<file path="src/rtl/kv_req_parser_pkg.sv">
// Shared constants, header/tuser layouts and FSM state encoding for the KV request parser.
// The tuser layout is also consumed by the downstream key-lookup stage.
package kv_pkg;

  localparam logic [7:0] KV_OP_GET = 8'h00;
  localparam logic [7:0] KV_OP_SET = 8'h01;

  localparam int HDR_OP_LSB  = 0;
  localparam int HDR_OP_W    = 8;
  localparam int HDR_SRC_LSB = 8;
  localparam int HDR_SRC_W   = 8;
  localparam int HDR_LEN_LSB = 16;
  localparam int HDR_LEN_W   = 16;
  localparam int HDR_KEY_LSB = 32;
  localparam int HDR_KEY_W   = 48;
  localparam int HDR_W       = 80;

  localparam int TU_KEY_LSB = 0;
  localparam int TU_OP_BIT  = 48;
  localparam int TU_SRC_LSB = 56;
  localparam int TU_LEN_LSB = 64;
  localparam int TU_W       = 80;

  localparam int KV_MAX_VAL_BYTES = 64;

  // Packed MSB-first, so field positions line up with the offsets above.
  typedef struct packed {
    logic [HDR_KEY_W-1:0] key;
    logic [HDR_LEN_W-1:0] len;
    logic [HDR_SRC_W-1:0] src;
    logic [HDR_OP_W-1:0]  op;
  } kv_hdr_t;

  typedef struct packed {
    logic [15:0] len;
    logic [7:0]  src;
    logic [6:0]  rsvd;
    logic        is_set;
    logic [47:0] key;
  } kv_tuser_t;

  typedef enum logic [1:0] {
    ST_HDR,
    ST_VAL,
    ST_DRAIN
  } kv_state_e;

endpackage

</file>
<file path="src/rtl/kv_req_parser_if.sv">
// AXI-Stream bundle used on both sides of the KV request parser.
// master drives the payload and valid; slave drives ready.
interface kv_req_parser_if #(
  parameter int DATA_W  = 512,
  parameter int TUSER_W = 128,
  parameter int TDEST_W = 3
);
  logic [DATA_W-1:0]   tdata;
  logic [DATA_W/8-1:0] tkeep;
  logic [TUSER_W-1:0]  tuser;
  logic [TDEST_W-1:0]  tdest;
  logic                tvalid;
  logic                tready;
  logic                tlast;

  modport master (output tdata, tkeep, tuser, tdest, tvalid, tlast, input tready);
  modport slave  (input tdata, tkeep, tuser, tdest, tvalid, tlast, output tready);
endinterface

</file>
<file path="src/rtl/kv_req_parser_hdr_decode.sv">
// Header-beat field extraction and validity checks; purely combinational, no backpressure.
module kv_hdr_decode
  import kv_pkg::*;
(
  input  logic [HDR_W-1:0]     hdr_i,
  output logic                 opcode_ok_o,
  output logic                 is_set_o,
  output logic [HDR_SRC_W-1:0] src_node_o,
  output logic [HDR_LEN_W-1:0] length_o,
  output logic [HDR_KEY_W-1:0] key_tag_o,
  output logic                 len_ok_o
);
  kv_hdr_t hdr;

  assign hdr         = hdr_i;
  assign opcode_ok_o = (hdr.op == KV_OP_GET) || (hdr.op == KV_OP_SET);
  assign is_set_o    = (hdr.op == KV_OP_SET);
  assign src_node_o  = hdr.src;
  assign length_o    = hdr.len;
  assign key_tag_o   = hdr.key;
  // A SET value must fit in the single output beat.
  assign len_ok_o    = (hdr.len != '0) && (hdr.len <= HDR_LEN_W'(KV_MAX_VAL_BYTES));
endmodule

</file>
<file path="src/rtl/kv_req_parser.sv">
// Parses 1-2 beat KV requests into single-beat lookup requests; 1-cycle registered output, drops malformed packets.
// Input stalls only while the output register is full and not draining; macro KV_PARSER_STATS_EN enables counters.
module kv_req_parser
  import kv_pkg::*;
#(
  parameter int C_S_AXIS_DATA_WIDTH  = 512,
  parameter int C_M_AXIS_DATA_WIDTH  = 512,
  parameter int C_S_AXIS_TUSER_WIDTH = 128,
  parameter int C_M_AXIS_TUSER_WIDTH = 128,
  parameter int C_S_AXIS_TDEST_WIDTH = 3,
  parameter int C_M_AXIS_TDEST_WIDTH = 3
) (
  input  logic                   axis_aclk,
  input  logic                   axis_resetn,
  kv_req_parser_if.slave         s_axis,
  kv_req_parser_if.master        m_axis,
  output logic [31:0]            stat_pkt_ok,
  output logic [31:0]            stat_pkt_drop
);
  kv_state_e state_q, state_d;

  logic                            vld_q, vld_d;
  logic [C_M_AXIS_DATA_WIDTH-1:0]  dat_q, dat_d;
  logic [C_M_AXIS_TUSER_WIDTH-1:0] user_q, user_d;
  logic [C_M_AXIS_TDEST_WIDTH-1:0] dest_q, dest_d;

  logic [HDR_KEY_W-1:0]            key_q, key_d;
  logic [HDR_SRC_W-1:0]            src_q, src_d;
  logic [HDR_LEN_W-1:0]            len_q, len_d;
  logic [C_M_AXIS_TDEST_WIDTH-1:0] hdest_q, hdest_d;

  logic                 dec_opcode_ok, dec_is_set, dec_len_ok;
  logic [HDR_SRC_W-1:0] dec_src;
  logic [HDR_LEN_W-1:0] dec_len;
  logic [HDR_KEY_W-1:0] dec_key;

  logic      s_rdy, beat, drop, m_hs;
  kv_tuser_t tu;

  kv_hdr_decode u_dec (
    .hdr_i       (s_axis.tdata[HDR_W-1:0]),
    .opcode_ok_o (dec_opcode_ok),
    .is_set_o    (dec_is_set),
    .src_node_o  (dec_src),
    .length_o    (dec_len),
    .key_tag_o   (dec_key),
    .len_ok_o    (dec_len_ok)
  );

  assign s_rdy = (state_q == ST_DRAIN) || !vld_q || m_axis.tready;
  assign beat  = s_axis.tvalid && s_rdy;
  assign m_hs  = vld_q && m_axis.tready;

  always_comb begin
    state_d = state_q;
    vld_d   = vld_q && !m_axis.tready;
    dat_d   = dat_q;
    user_d  = user_q;
    dest_d  = dest_q;
    key_d   = key_q;
    src_d   = src_q;
    len_d   = len_q;
    hdest_d = hdest_q;
    drop    = 1'b0;
    tu      = '0;

    unique case (state_q)
      ST_HDR: begin
        if (beat) begin
          if (dec_opcode_ok && !dec_is_set && s_axis.tlast) begin
            tu.key  = dec_key;
            tu.src  = dec_src;
            vld_d   = 1'b1;
            dat_d   = '0;
            user_d  = C_M_AXIS_TUSER_WIDTH'(tu);
            dest_d  = s_axis.tdest;
          end else if (dec_opcode_ok && dec_is_set && !s_axis.tlast && dec_len_ok) begin
            key_d   = dec_key;
            src_d   = dec_src;
            len_d   = dec_len;
            hdest_d = s_axis.tdest;
            state_d = ST_VAL;
          end else begin
            drop    = 1'b1;
            state_d = s_axis.tlast ? ST_HDR : ST_DRAIN;
          end
        end
      end
      ST_VAL: begin
        if (beat) begin
          if (s_axis.tlast) begin
            tu.key    = key_q;
            tu.src    = src_q;
            tu.len    = len_q;
            tu.is_set = 1'b1;
            vld_d     = 1'b1;
            dat_d     = s_axis.tdata;
            user_d    = C_M_AXIS_TUSER_WIDTH'(tu);
            dest_d    = hdest_q;
            state_d   = ST_HDR;
          end else begin
            drop    = 1'b1;
            state_d = ST_DRAIN;
          end
        end
      end
      ST_DRAIN: begin
        if (beat && s_axis.tlast) begin
          state_d = ST_HDR;
        end
      end
      default: state_d = ST_HDR;
    endcase
  end

  always_ff @(posedge axis_aclk or negedge axis_resetn) begin
    if (!axis_resetn) begin
      state_q <= ST_HDR;
      vld_q   <= 1'b0;
      dat_q   <= '0;
      user_q  <= '0;
      dest_q  <= '0;
      key_q   <= '0;
      src_q   <= '0;
      len_q   <= '0;
      hdest_q <= '0;
    end else begin
      state_q <= state_d;
      vld_q   <= vld_d;
      dat_q   <= dat_d;
      user_q  <= user_d;
      dest_q  <= dest_d;
      key_q   <= key_d;
      src_q   <= src_d;
      len_q   <= len_d;
      hdest_q <= hdest_d;
    end
  end

  assign s_axis.tready = s_rdy;
  assign m_axis.tvalid = vld_q;
  assign m_axis.tdata  = dat_q;
  assign m_axis.tuser  = user_q;
  assign m_axis.tdest  = dest_q;
  assign m_axis.tkeep  = '1;
  assign m_axis.tlast  = 1'b1;

  logic unused_in;
  assign unused_in = ^{s_axis.tkeep, s_axis.tuser};

`ifdef KV_PARSER_STATS_EN
  logic [31:0] ok_q, ok_d;
  logic [31:0] drop_q, drop_d;

  assign ok_d   = m_hs ? ok_q + 32'd1 : ok_q;
  assign drop_d = drop ? drop_q + 32'd1 : drop_q;

  always_ff @(posedge axis_aclk or negedge axis_resetn) begin
    if (!axis_resetn) begin
      ok_q   <= '0;
      drop_q <= '0;
    end else begin
      ok_q   <= ok_d;
      drop_q <= drop_d;
    end
  end

  assign stat_pkt_ok   = ok_q;
  assign stat_pkt_drop = drop_q;
`else
  logic unused_stat;
  assign unused_stat   = drop ^ m_hs;
  assign stat_pkt_ok   = 32'h0;
  assign stat_pkt_drop = 32'h0;
`endif

endmodule

</file>
<file path="src/flat_wrapper.sv">
// flat-port wrapper written by rule: the top's interface ports become plain ports
module kv_req_parser_flat import kv_pkg::*;
#(
  parameter int C_S_AXIS_DATA_WIDTH  = 512,
  parameter int C_M_AXIS_DATA_WIDTH  = 512,
  parameter int C_S_AXIS_TUSER_WIDTH = 128,
  parameter int C_M_AXIS_TUSER_WIDTH = 128,
  parameter int C_S_AXIS_TDEST_WIDTH = 3,
  parameter int C_M_AXIS_TDEST_WIDTH = 3
)
  (axis_aclk, axis_resetn, stat_pkt_ok, stat_pkt_drop, s_axis_tdata, s_axis_tkeep, s_axis_tuser, s_axis_tdest, s_axis_tvalid, s_axis_tlast, s_axis_tready, m_axis_tdata, m_axis_tkeep, m_axis_tuser, m_axis_tdest, m_axis_tvalid, m_axis_tlast, m_axis_tready);
  kv_req_parser_if s_axis_i ();
  kv_req_parser_if m_axis_i ();
  input  logic axis_aclk;
  input  logic axis_resetn;
  output logic [31:0] stat_pkt_ok;
  output logic [31:0] stat_pkt_drop;
  input wire logic [$bits(s_axis_i.tdata)-1:0] s_axis_tdata;
  input wire logic [$bits(s_axis_i.tkeep)-1:0] s_axis_tkeep;
  input wire logic [$bits(s_axis_i.tuser)-1:0] s_axis_tuser;
  input wire logic [$bits(s_axis_i.tdest)-1:0] s_axis_tdest;
  input wire logic [$bits(s_axis_i.tvalid)-1:0] s_axis_tvalid;
  input wire logic [$bits(s_axis_i.tlast)-1:0] s_axis_tlast;
  output wire logic [$bits(s_axis_i.tready)-1:0] s_axis_tready;
  output wire logic [$bits(m_axis_i.tdata)-1:0] m_axis_tdata;
  output wire logic [$bits(m_axis_i.tkeep)-1:0] m_axis_tkeep;
  output wire logic [$bits(m_axis_i.tuser)-1:0] m_axis_tuser;
  output wire logic [$bits(m_axis_i.tdest)-1:0] m_axis_tdest;
  output wire logic [$bits(m_axis_i.tvalid)-1:0] m_axis_tvalid;
  output wire logic [$bits(m_axis_i.tlast)-1:0] m_axis_tlast;
  input wire logic [$bits(m_axis_i.tready)-1:0] m_axis_tready;
  assign s_axis_i.tdata = s_axis_tdata;
  assign s_axis_i.tkeep = s_axis_tkeep;
  assign s_axis_i.tuser = s_axis_tuser;
  assign s_axis_i.tdest = s_axis_tdest;
  assign s_axis_i.tvalid = s_axis_tvalid;
  assign s_axis_i.tlast = s_axis_tlast;
  assign s_axis_tready = s_axis_i.tready;
  assign m_axis_tdata = m_axis_i.tdata;
  assign m_axis_tkeep = m_axis_i.tkeep;
  assign m_axis_tuser = m_axis_i.tuser;
  assign m_axis_tdest = m_axis_i.tdest;
  assign m_axis_tvalid = m_axis_i.tvalid;
  assign m_axis_tlast = m_axis_i.tlast;
  assign m_axis_i.tready = m_axis_tready;
  kv_req_parser #(.C_S_AXIS_DATA_WIDTH(C_S_AXIS_DATA_WIDTH), .C_M_AXIS_DATA_WIDTH(C_M_AXIS_DATA_WIDTH), .C_S_AXIS_TUSER_WIDTH(C_S_AXIS_TUSER_WIDTH), .C_M_AXIS_TUSER_WIDTH(C_M_AXIS_TUSER_WIDTH), .C_S_AXIS_TDEST_WIDTH(C_S_AXIS_TDEST_WIDTH), .C_M_AXIS_TDEST_WIDTH(C_M_AXIS_TDEST_WIDTH)) u_core (.axis_aclk(axis_aclk), .axis_resetn(axis_resetn), .s_axis(s_axis_i), .m_axis(m_axis_i), .stat_pkt_ok(stat_pkt_ok), .stat_pkt_drop(stat_pkt_drop));
endmodule
</file>
<file path="config.mk">
export PLATFORM = sky130hd
export DESIGN_NAME = kv_req_parser_flat
export DESIGN_NICKNAME = d
export VERILOG_FILES = /design/src/rtl/kv_req_parser_pkg.sv /design/src/rtl/kv_req_parser_if.sv /design/src/rtl/kv_req_parser_hdr_decode.sv /design/src/rtl/kv_req_parser.sv /design/src/flat_wrapper.sv
export SDC_FILE = /design/constraint.sdc
export NUM_CORES = 1
export LEC_CHECK = 0
export CAP_MARGIN = 40
export CORE_AREA = 2 2 585 587
export CTS_CLUSTER_SIZE = 28
export DETAILED_ROUTE_END_ITERATION = 10
export DIE_AREA = 0 0 587 589
export PLACE_DENSITY = 0.3
export SLEW_MARGIN = 0
export SYNTH_ARGS = -nofsm -noshare
export SYNTH_HDL_FRONTEND = slang
export SYNTH_SLANG_ARGS = --single-unit
</file>
<file path="constraint.sdc">
create_clock -name axis_aclk -period 2.2 [get_ports axis_aclk]
set_input_delay 0.44 -clock axis_aclk [delete_from_list [all_inputs] [get_ports axis_aclk]]
set_output_delay 0.44 -clock axis_aclk [all_outputs]
set_load 0.1 [all_outputs]
</file>
==> results.txt <==
Residual DRC: 0
Commonest non-fill, non-tap cell in the layout: dfrtp_1
Unrepaired setup endpoints after global routing: false
Share of the synthesized area in the top cell type: 63.7%
Ratio of cells with drive above 1 in the final layout: 35.3%
VDD IR-drop max: 474 uV
Global route hottest layer: met2
Synth unique cells: 28
Setup WS post-layout: 0.100 ns
Sink Count: 666
DRT antenna net count: 0
Final min period: 2.10 ns
Final worst path period share: 95.5%
Power density over cell area: 703 nW/um^2
Number of flops mapped to enable cells by yosys: 0
Post-synth ARST share: 100%
# fillers: 38200
Final Util: 13.3%
Top post-synthesis cells by area: dfrtp_1 (64%), a22o_1 (18%), mux2_2 (5.8%)
Pin count of the biggest net entering global routing: 106
Via count: 20200
CTS tree: done
Worst Path Required: 1.76 ns
Met3 Track Usage GR: 7.28%
1st-iter DRT viols: 1023
Synth area leader: dfrtp_1
# rows: 214
Final setup skew: 0.0405 ns
Reg2reg path depth: 6
Netlist Area Pre-Place: 26200 um^2
Reg area: 16700 um^2
# nets final: 3642
Cells after Synth: 1747
Total CTS buffers: 96
Die height: 589 um
CP max FO: 4
Vias per std cell: 2.67
DIE WIDTH: 587 um
Initial DRT Pass Iterations: 4
Initial Util: 7.72%
Avg Cell Area, Syn: 15.0 um^2
Placed standard-cell area: 41700 um^2
P_leak: 0.0206 uW
Worst slew pin tran: 0.673 ns
Data arrival time of the worst path: 1.66 ns
Synth Flop Type: dfrtp_1
Number of register bits inferred by synthesis: 666
Total power draw: 31700 uW
Drt total wl: 182000 um
Status: completed
Final hold vios: 0
Startpoint Class: register
Synth-to-layout area growth: 72.2%
HP Class: in -> async
Hold Slack: 0.146 ns
Ports: 1486
Vias in the first global route: 21100
Post-DP HPWL: 150000 um
GPL Wtd Cong: 0.854
Global routing met1 resource utilization: 10.8%
Max-cap violations: 0
Clock Latency Late Sink: 0.83 ns
Root buf cell: clkbuf_16
CTS H-tree depth: 3
Area of the multi-input gates: 7930 um^2
CTS clock-pin slew for the worst setup and hold paths: 0.06 ns
Gr ovfl total: 0
Fin area: 45100 um^2
Yosys warns: 0
Sequential area share after synthesis: 63.7%
Tot GR Track Use: 10.1%
Port Buffers: 1109
F_max: 476 MHz
Setup WS pre-CTS: -1.11 ns
Core ar.: 339000 um^2
Critical path class: reg -> out
Die area: 346000 um^2
Final Setup Violations: 0
Worst slew margin: 55.1%
Initial antenna violation count: 141
Final count of pins violating max slew: 0
Most frequent cells in the layout: dfrtp_1 (657), buf_4 (618), a22o_1 (528), clkdlybuf4s50_1 (516), conb_1 (184)
Setup crit end kind: output port
Routed len/inst: 24.1 um
First-pass GRT wire length: 232000 um
Clk buf depth: 4
Met2 track demand over resource: 16.2%
metal layers:
layer | part of all wire [%] | wire (um)
met5 | 0.36 | 650
met4 | 2.2 | 3970
met3 | 16 | 28300
met2 | 46 | 83400
met1 | 36 | 65700
sequential cells by signal (all words and copies together) (netlist names):
signal                cells
u_core.hdest_q            3
u_core.m_axis.tdest       3
u_core.m_axis.tuser      73
u_core.state_q            2
u_core.src_q              8
u_core.len_q             16
u_core.m_axis.tdata     512
u_core.key_q             48
u_core.m_axis.tvalid      1
repair_timing:
action | 4_1_cts | 5_1_grt
buffers inserted | 2 | 0
gates cloned | 1 | 0
hold buffers | 1 | 0
endpoints found under the hold margin | 169 | 0
endpoints found under the setup margin | 637 | 69
pin swaps | 0 | 1
gates resized for setup | 27 | 5
metrics by stage:
stage | cells | TNS (ns)
floorplan | 1929 | 0
CTS | 7539 | -0.00945
global placement | 7365 | -742.21
global route | 7540 | 0
finish | 7568 | 0
detailed placement | 7365 | -659.68
cell type report:
cell class	count	share of cell area (%)
Sequential cell	666	37.0
Inverter	1	0.00833
Timing Repair Buffer	1226	25.6
Multi-Input combinational cell	939	17.6
Clock inverter	31	0.877
Antenna cell	29	0.161
Tap cell	4536	12.6
Clock buffer	140	6.18
cells in the mapped netlist (2+ instances only):
master and instances:
and2_1 11, buf_6 46, nor3_1 2, nor2b_1 2, clkbuf_1 25, a22o_1 528, nand2_1 2, and3_1 3
nand2b_1 4, buf_2 63, nor2_1 2, conb_1 2, a21oi_1 3, mux2_4 50, buf_4 189, mux2_2 134
dfrtp_1 666, a21o_1 2, nor4_1 4
final timing paths:
| check | start | endpoint | slack [ns] |
|---|---|---|---|
| max | u_core.state_q[0] | s_axis_tready | 0.10 |
| max reg2reg | u_core.state_q[0] | u_core.key_q[33] | 0.15 |
| min in group axis_aclk | s_axis_tdata[122] | u_core.m_axis.tdata[122] | 0.21 |
| min reg2reg | u_core.len_q[13] | u_core.len_q[13] | 0.49 |
| max in group asynchronous | axis_resetn | u_core.m_axis.tdata[494] | 1.05 |
| min | axis_resetn | u_core.m_axis.tdata[52] | 0.15 |
cells by family (layout without fill, tap and decap cells):
kind of cell,after synthesis,in the layout,share of synthesized area (%)
mux,184,184,8.63
other cells,2,213,0.0287
simple gates,32,32,0.722
buf+inv,324,1398,8.98
flops,666,666,63.7
compound gates,539,539,18.0
worst max-delay path, stage by stage (launching register included):
cell and delay, ns:
dfrtp_2 0.42, nand2b_4 0.16, nand2_4 0.08, buf_12 0.17
where the power goes:
part | leakage, uW | switching, uW | total [uW] | internal, uW
registers | 0.00929 | 13.9 | 12300 | 12300
clock network | 0.00156 | 6530 | 16100 | 9600
logic | 0.00978 | 2300 | 3290 | 990
(Power assumes the default switching activity.)
